--- src/rtl/uart_tx_frame.sv ---
// rtl/uart_tx_frame.sv - framed UART transmitter: start, LSB-first data, optional parity, stop
// Define UART_TX_PARITY_EN to build the par_en/par_typ ports and the PARITY state.
module uart_tx_frame #(
  parameter int DATA_WIDTH = 8,
  parameter int CNT_WIDTH  = 6
) (
  input  logic                  clk,
  input  logic                  rst,
  input  logic [4:0]            prescale,
  input  logic [DATA_WIDTH-1:0] p_data,
  input  logic                  data_valid,
`ifdef UART_TX_PARITY_EN
  input  logic                  par_en,
  input  logic                  par_typ,
`endif
  output logic                  tx_out,
  output logic                  busy,
  output logic                  tx_done
);

  localparam int BIT_W = 5;

  typedef enum logic [2:0] {
    IDLE,
    START,
    DATA,
`ifdef UART_TX_PARITY_EN
    PARITY,
`endif
    STOP
  } state_t;

  state_t                state, state_next;
  logic                  tx_next, busy_next, done_next;
  logic [CNT_WIDTH-1:0]  cyc_cnt, cyc_next;
  logic [CNT_WIDTH-1:0]  presc_lat, presc_next;
  logic [BIT_W-1:0]      bit_cnt, bit_next;
  logic [DATA_WIDTH-1:0] shift_reg, shift_next;
  logic                  last_cyc;
`ifdef UART_TX_PARITY_EN
  logic                  par_en_lat, par_en_next;
  logic                  par_bit, par_bit_next;
`endif

  always_ff @(posedge clk or posedge rst) begin
    if (rst) begin
      state     <= IDLE;
      tx_out    <= 1'b1;
      busy      <= 1'b0;
      tx_done   <= 1'b0;
      cyc_cnt   <= '0;
      presc_lat <= '0;
      bit_cnt   <= '0;
      shift_reg <= '0;
`ifdef UART_TX_PARITY_EN
      par_en_lat <= 1'b0;
      par_bit    <= 1'b0;
`endif
    end else begin
      state     <= state_next;
      tx_out    <= tx_next;
      busy      <= busy_next;
      tx_done   <= done_next;
      cyc_cnt   <= cyc_next;
      presc_lat <= presc_next;
      bit_cnt   <= bit_next;
      shift_reg <= shift_next;
`ifdef UART_TX_PARITY_EN
      par_en_lat <= par_en_next;
      par_bit    <= par_bit_next;
`endif
    end
  end

  always_comb begin
    state_next = state;
    tx_next    = tx_out;
    busy_next  = busy;
    done_next  = 1'b0;
    cyc_next   = cyc_cnt;
    presc_next = presc_lat;
    bit_next   = bit_cnt;
    shift_next = shift_reg;
`ifdef UART_TX_PARITY_EN
    par_en_next  = par_en_lat;
    par_bit_next = par_bit;
`endif
    // Bit boundary: the counter has spent P cycles in the current bit.
    last_cyc = (cyc_cnt == presc_lat - CNT_WIDTH'(1));

    if (state != IDLE) begin
      cyc_next = last_cyc ? '0 : cyc_cnt + CNT_WIDTH'(1);
    end

    case (state)
      IDLE: begin
        if (data_valid) begin
          state_next = START;
          tx_next    = 1'b0;
          busy_next  = 1'b1;
          cyc_next   = '0;
          bit_next   = '0;
          shift_next = p_data;
          presc_next = (prescale == 5'd0) ? CNT_WIDTH'(1) : CNT_WIDTH'(prescale);
`ifdef UART_TX_PARITY_EN
          par_en_next  = par_en;
          par_bit_next = (^p_data) ^ par_typ;
`endif
        end
      end
      START: begin
        if (last_cyc) begin
          state_next = DATA;
          tx_next    = shift_reg[0];
          shift_next = shift_reg >> 1;
          bit_next   = '0;
        end
      end
      DATA: begin
        if (last_cyc) begin
          if (bit_cnt == BIT_W'(DATA_WIDTH - 1)) begin
`ifdef UART_TX_PARITY_EN
            if (par_en_lat) begin
              state_next = PARITY;
              tx_next    = par_bit;
            end else begin
              state_next = STOP;
              tx_next    = 1'b1;
            end
`else
            state_next = STOP;
            tx_next    = 1'b1;
`endif
          end else begin
            bit_next   = bit_cnt + BIT_W'(1);
            tx_next    = shift_reg[0];
            shift_next = shift_reg >> 1;
          end
        end
      end
`ifdef UART_TX_PARITY_EN
      PARITY: begin
        if (last_cyc) begin
          state_next = STOP;
          tx_next    = 1'b1;
        end
      end
`endif
      STOP: begin
        if (last_cyc) begin
          state_next = IDLE;
          tx_next    = 1'b1;
          busy_next  = 1'b0;
          done_next  = 1'b1;
        end
      end
      default: begin
        state_next = IDLE;
        tx_next    = 1'b1;
        busy_next  = 1'b0;
      end
    endcase
  end

endmodule

--- config.mk ---
export PLATFORM = sky130hd
export DESIGN_NAME = uart_tx_frame
export DESIGN_NICKNAME = d
export VERILOG_FILES = /design/src/rtl/uart_tx_frame.sv
export SDC_FILE = /design/constraint.sdc
export NUM_CORES = 1
export LEC_CHECK = 0
export CORE_MARGIN = 2
export CORE_UTILIZATION = 60
export DETAILED_ROUTE_END_ITERATION = 16
export PLACE_DENSITY = 0.86
export SKIP_LAST_GASP = 1
export SYNTH_ARGS = -nofsm -noshare
export SYNTH_HDL_FRONTEND = slang
export SYNTH_SLANG_ARGS = --single-unit
--- constraint.sdc ---
create_clock -name clk -period 3.8 [get_ports clk]
set_input_delay 0.57 -clock clk [delete_from_list [all_inputs] [get_ports clk]]
set_output_delay 0.57 -clock clk [all_outputs]
set_load 0.01 [all_outputs]
=== Word level (Yosys, flattened, before mapping) ===
Index checks and enable logic that the tools add are counted.

* Register bits after elaboration: 31
* Input bits: 16
* Output and inout bits: 3
* Word-level logic and storage cells: 65

* Add/subtract/negate cells: 3
* Equality and inequality tests: 11
* Mux-type cells: 32
* Bitwise operators: 1
* Reduce and logical (&&, ||, !) cells: 10

{| class="wikitable"
|+ Operator list
! cell !! number
|-
| 8-bit two-way mux || 4
|-
| 5-bit two-way mux || 5
|-
| 6-bit two-way mux || 4
|-
| 8-bit case mux with 3 select lines || 1
|-
| 3-bit two-way mux || 5
|-
| 5-bit case mux with 3 select lines || 1
|-
| 2-bit inequality test (second input constant) || 6
|-
| 3-bit case mux with 4 select lines || 1
|-
| 5-bit AND reduction || 2
|-
| 1-bit two-way mux || 9
|-
| 6-bit by 1-bit adder with 6-bit output (second input constant) || 1
|-
| 3-bit by 2-bit == test with 1-bit output (second input constant) || 2
|-
| 6-bit == test || 1
|-
| 3-bit nonzero test || 2
|-
| 6-bit by 1-bit subtractor with 6-bit output (second input constant) || 1
|-
| 5-bit by 1-bit adder with 5-bit output (second input constant) || 1
|-
| 5-bit by 3-bit == test with 1-bit output (second input constant) || 1
|-
| 5-bit logical NOT || 1
|-
| 1-bit case mux with 4 select lines || 1
|-
| 4-bit AND reduction || 1
|-
| 3-bit by 1-bit == test with 1-bit output (second input constant) || 1
|-
| 3-bit logical NOT || 1
|-
| 1-bit case mux with 3 select lines || 1
|-
| 3-bit AND reduction || 1
|-
| other kinds (3) || 3
|}

=== Logic depth before layout (Yosys ltp) ===
* Depth in word-level cells: 6
* Depth in mapped cells: 9
* Mapped depth without buffers: 8

=== Worst setup path after synthesis ===
No wires, ideal clock.

* Path kind: flip-flop to flip-flop
* From: reg presc_lat[0]
* To: reg bit_cnt[0]
* Setup time: 0.125 ns
* Data arrival time: 2.096 ns
* Data required time: 3.675 ns
* Slack: 1.578 ns
* Cell stages (with the launch flop): 10
* Buffers on the path: 1
* Clock period less this slack: 2.222 ns
* Path through: dfrtp_1 -> inv_1 -> ha_1 -> xnor2_1 -> a211oi_2 -> nand4_2 -> a2111oi_4 -> a21oi_4 -> buf_6 -> mux2_4

* Cells in the longest elaborated chain, start to end: 4
* Elaborated cells on any way between the ends: 5
* Those cells by class: add/sub (1); eq/ne (3); reduce/logical (1)

{| class="wikitable"
|+ RTL lines
! what !! line !! RTL
|-
| start: declaration || 36 || <nowiki>logic [CNT_WIDTH-1:0] presc_lat, presc_next;</nowiki>
|-
| start signal: assignment || 65 || <nowiki>presc_lat <= presc_next;</nowiki>
|-
| 6-bit by 1-bit subtractor with 6-bit output (*) || 89 || <nowiki>last_cyc = (cyc_cnt == presc_lat - CNT_WIDTH'(1));</nowiki>
|-
| 6-bit == test (*) || 89 ||
|-
| 2-bit inequality test (no source line) || n/a ||
|-
| 5-bit AND reduction (no source line) (*) || n/a ||
|-
| end signal: assignment || 66 || <nowiki>bit_cnt <= bit_next;</nowiki>
|-
| end: declaration || 37 || <nowiki>logic [BIT_W-1:0] bit_cnt, bit_next;</nowiki>
|}

Mark *: on every way between the ends. The rest lies on a longest branch, timed or not.
A chain may end at the register's enable or synchronous reset.

=== Final worst setup path ===
* From: reg presc_lat[0]
* To: reg shift_reg[3]

* Cells in the longest elaborated chain, start to end: 4
* Elaborated cells on any way between the ends: 5
* Those cells by class: add/sub (1); eq/ne (3); reduce/logical (1)

{| class="wikitable"
|+ RTL lines
! what !! line !! RTL
|-
| 6-bit by 1-bit subtractor with 6-bit output (*) || 89 ||
|-
| 6-bit == test (*) || 89 ||
|-
| 2-bit inequality test (no source line) || n/a ||
|-
| 5-bit AND reduction (no source line) (*) || n/a ||
|-
| end signal: assignment || 67 || <nowiki>shift_reg <= shift_next;</nowiki>
|-
| end: declaration || 38 || <nowiki>logic [DATA_WIDTH-1:0] shift_reg, shift_next;</nowiki>
|}

Marks and branches as above.

==> results_dict.tcl <==
set metrics [dict create \
    wire_per_inst_um 16.5 \
    max_freq_mhz 390 \
    floorplan.initialDensity_pct 63.7 \
    ys_async_sr_fraction_pct 100 \
    hold_violations 0 \
    yosysMostFrequentCell "dfrtp_1" \
    ant_nets 0 \
    grt_pass1_wl_um 6170 \
    io_pins 19 \
    cts.clk_slew.worst_paths_ns 0.09 \
    h-tree-depth 2 \
    synthXorXnorAreaFrac_pct 3.99 \
    synthesis.nets 180 \
    grt_max_degree 30 \
    synth_top_family_by_area "compound AO/OA/AOI/OAI gates" \
    whs_endpoint "shift_reg[4]" \
    cts_hold_buf 0 \
    cts_sinks 29 \
    synth_mux_area_share_pct 15.2 \
    area_growth_pct 13.8 \
    outcome "completed" \
    hold_depth 1 \
    critPathLaunchType "register" \
    cts_setup_buffers 0 \
    period_share_pct 67.4 \
    synth_top_area_share_pct 39.9 \
    cts_resized 0 \
    largest_reg_flops 8 \
    crit_type "reg -> reg" \
    fillCellCount 210 \
    synth_compound_area_share_pct 16.2 \
    clock_latency_ns 0.32 \
    antenna_found_initial 0 \
    drc 0 \
    r2r_slack_ns 1.24 \
    grt-ovfl-total 0 \
    syn_area_mm2 0.00176 \
    r2r_cells 8 \
    drt_first_pass_iters 4 \
    fin_ws_ns 1.24 \
    end_kind "register" \
    reg2reg_to "shift_reg[3]" \
    synth_edf_count 0 \
    yosysSeqAreaShare_pct 41.4 \
    grt_use_total_pct 24.3 \
    dp_hpwl_um 2560 \
    yosys.area.top_type "dfrtp_1" \
    die-width_um 58.1 \
    syn_area_per_cell_um2 11.3 \
    synthSimpleGateAreaFrac_pct 14.5 \
    cts_buffers 5 \
    wirelength_um 3440 \
    synth.top_cells.by_count "dfrtp_1 (28), mux2_2 (14), nand2_1 (11)" \
    timing.setup.tns_ns 0 \
    synthDistinctLibCells 47 \
    drv_cap 0 \
    p_leak_nw 0.919 \
    worstMarginPinSlew_ns 1.03 \
    synth_fa_ha_area_share_pct 5.70 \
    worstHoldStart "shift_reg[4]" \
    cts_root_buf "clkbuf_4" \
    fin_crit_ns 2.56 \
    cts_buffer_depth 2 \
    rows 19 \
    synth.area.top_cells "dfrtp_1 (40%), mux2_2 (9.0%), ha_1 (5.7%), mux2_4 (5.1%), xnor2_1 (3.0%)" \
    place_ws_ns 1.25 \
    reg2reg_from "presc_lat[0]" \
    synth_flop_cell "dfrtp_1" \
    relSlewSlack_pct 31.3 \
    layout-drive-gt1-share_pct 20.9 \
    ir_worst_vdd_v 0.000244 \
    required_ns 4.01 \
    nets 200 \
    die_h_um 58.1 \
    placed_cell_area_mm2 0.00195 \
    drt-initial-drc-count 52 \
    power.density_mw_per_mm2 262 \
    diodes 0 \
    syn_inst 156 \
    vias_per_cell 6.08 \
    yosysWarnings 0 \
    setup_violations 0 \
    cp_data_arrival_time_ns 2.77 \
    crit_fanout 13 \
    vias 1264 \
    cts_tree "done" \
    grt_pass1_vias 1395 \
    core_mm2 0.00276 \
    ys_ff_latch 29 \
    portBuffers 18 \
    design_area_mm2 0.00200 \
    drv_slew 0 \
    gp_congestion 0.805 \
    rsz0062_at_grt "false" \
    hold_class "reg -> reg" \
    die_area_mm2 0.00338 \
    skew_ns 0.00631 \
]
-- layer usage --
| metal | vias to the layer above | routed length, µm | track usage, % |
|---|---|---|---|
| met1 | 620 | 1570 | 29.7 |
| met4 | 0 | 34 | 11.3 |
| met5 | - | 0 | 0 |
| met2 | 32 | 1710 | 41.2 |
| li1 | 608 | - | - |
| met3 | 4 | 120 | 4.91 |
-- worst max path at each step --
| stage | cells after the start | startpoint | endpoint | slack, ns |
|---|---|---|---|---|
| 4_1_cts | 8 | presc_lat[0] | shift_reg[3] | 1.25 |
| 6_report | 8 | presc_lat[0] | shift_reg[3] | 1.24 |
| 2_1_floorplan | 9 | presc_lat[0] | bit_cnt[0] | 1.58 |
| 3_3_place_gp | 6 | data_valid | shift_reg[3] | 1.33 |
| 3_5_place_dp | 8 | presc_lat[0] | shift_reg[3] | 1.25 |
| 5_1_grt | 8 | presc_lat[0] | shift_reg[5] | 1.10 |
-- worst max-delay path: stages, from the launching register on --
cell and delay, ns:
dfrtp_1 0.41, inv_1 0.11, ha_1 0.23, xor2_1 0.16, nor2_1 0.06, a211oi_2 0.49, a2111oi_4 0.13, a21oi_4 0.44
mux2_2 0.39
-- placed cells by master, fill, tap and decap left out, types with 3 or more instances in the layout --
cell / Yosys / routed
a21oi_1: 4 / 4
a22o_1: 3 / 3
clkbuf_4: 0 / 5
clkdlybuf4s50_1: 0 / 18
dfrtp_1: 28 / 28
ha_1: 8 / 8
inv_1: 7 / 7
mux2_2: 14 / 14
mux2_4: 6 / 6
nand2_1: 11 / 11
nand3_1: 4 / 4
nor2_1: 9 / 9
nor2b_1: 4 / 4
nor3_1: 3 / 3
o21a_1: 3 / 3
o21ai_0: 4 / 4
xnor2_1: 6 / 6
-- where the power goes --
part / internal [mW] / switching, mW / leakage, nW
Combinational: 0.0214 / 0.0109 / 0.534
Clock: 0.0703 / 0.106 / 0.0320
Sequential: 0.313 / 0.00237 / 0.352
Total: 0.404 / 0.119 / 0.919
-- per-stage QoR --
| step | total power, mW | cells | utilization [%] | hold slack (ns) |
|---|---|---|---|---|
| 6_report | 0.524 | 208 | 72.5 | 0.516 |
| 3_3_place_gp | 0.352 | 200 | 70.6 | 0.484 |
| 5_1_grt | 0.547 | 208 | 72.5 | 0.551 |
| 2_1_floorplan | 0.334 | 156 | - | 0.474 |
| 3_5_place_dp | 0.354 | 200 | 70.6 | 0.492 |
| 4_1_cts | 0.530 | 208 | 72.5 | 0.520 |
-- logic make-up after synthesis --
logic type,Yosys count
AOI/OAI and AO/OA,31
xor gates and xnor gates,8
adders and majority gates,8
buffers and inverters,12
DFF,29
muxes,22
and+or+nand+nor,46
-- layout make-up --
class	instances	area [µm²]	share of cell area, %
Clock buffer	6	41.3	2.07
Clock inverter	2	10.0	0.501
Inverter	7	26.3	1.31
Multi-Input combinational cell	115	976	48.8
Sequential cell	29	727	36.4
Tap cell	31	38.8	1.94
Timing Repair Buffer	18	180	9.01
No activity file was read; power rests on OpenSTA's default activity.
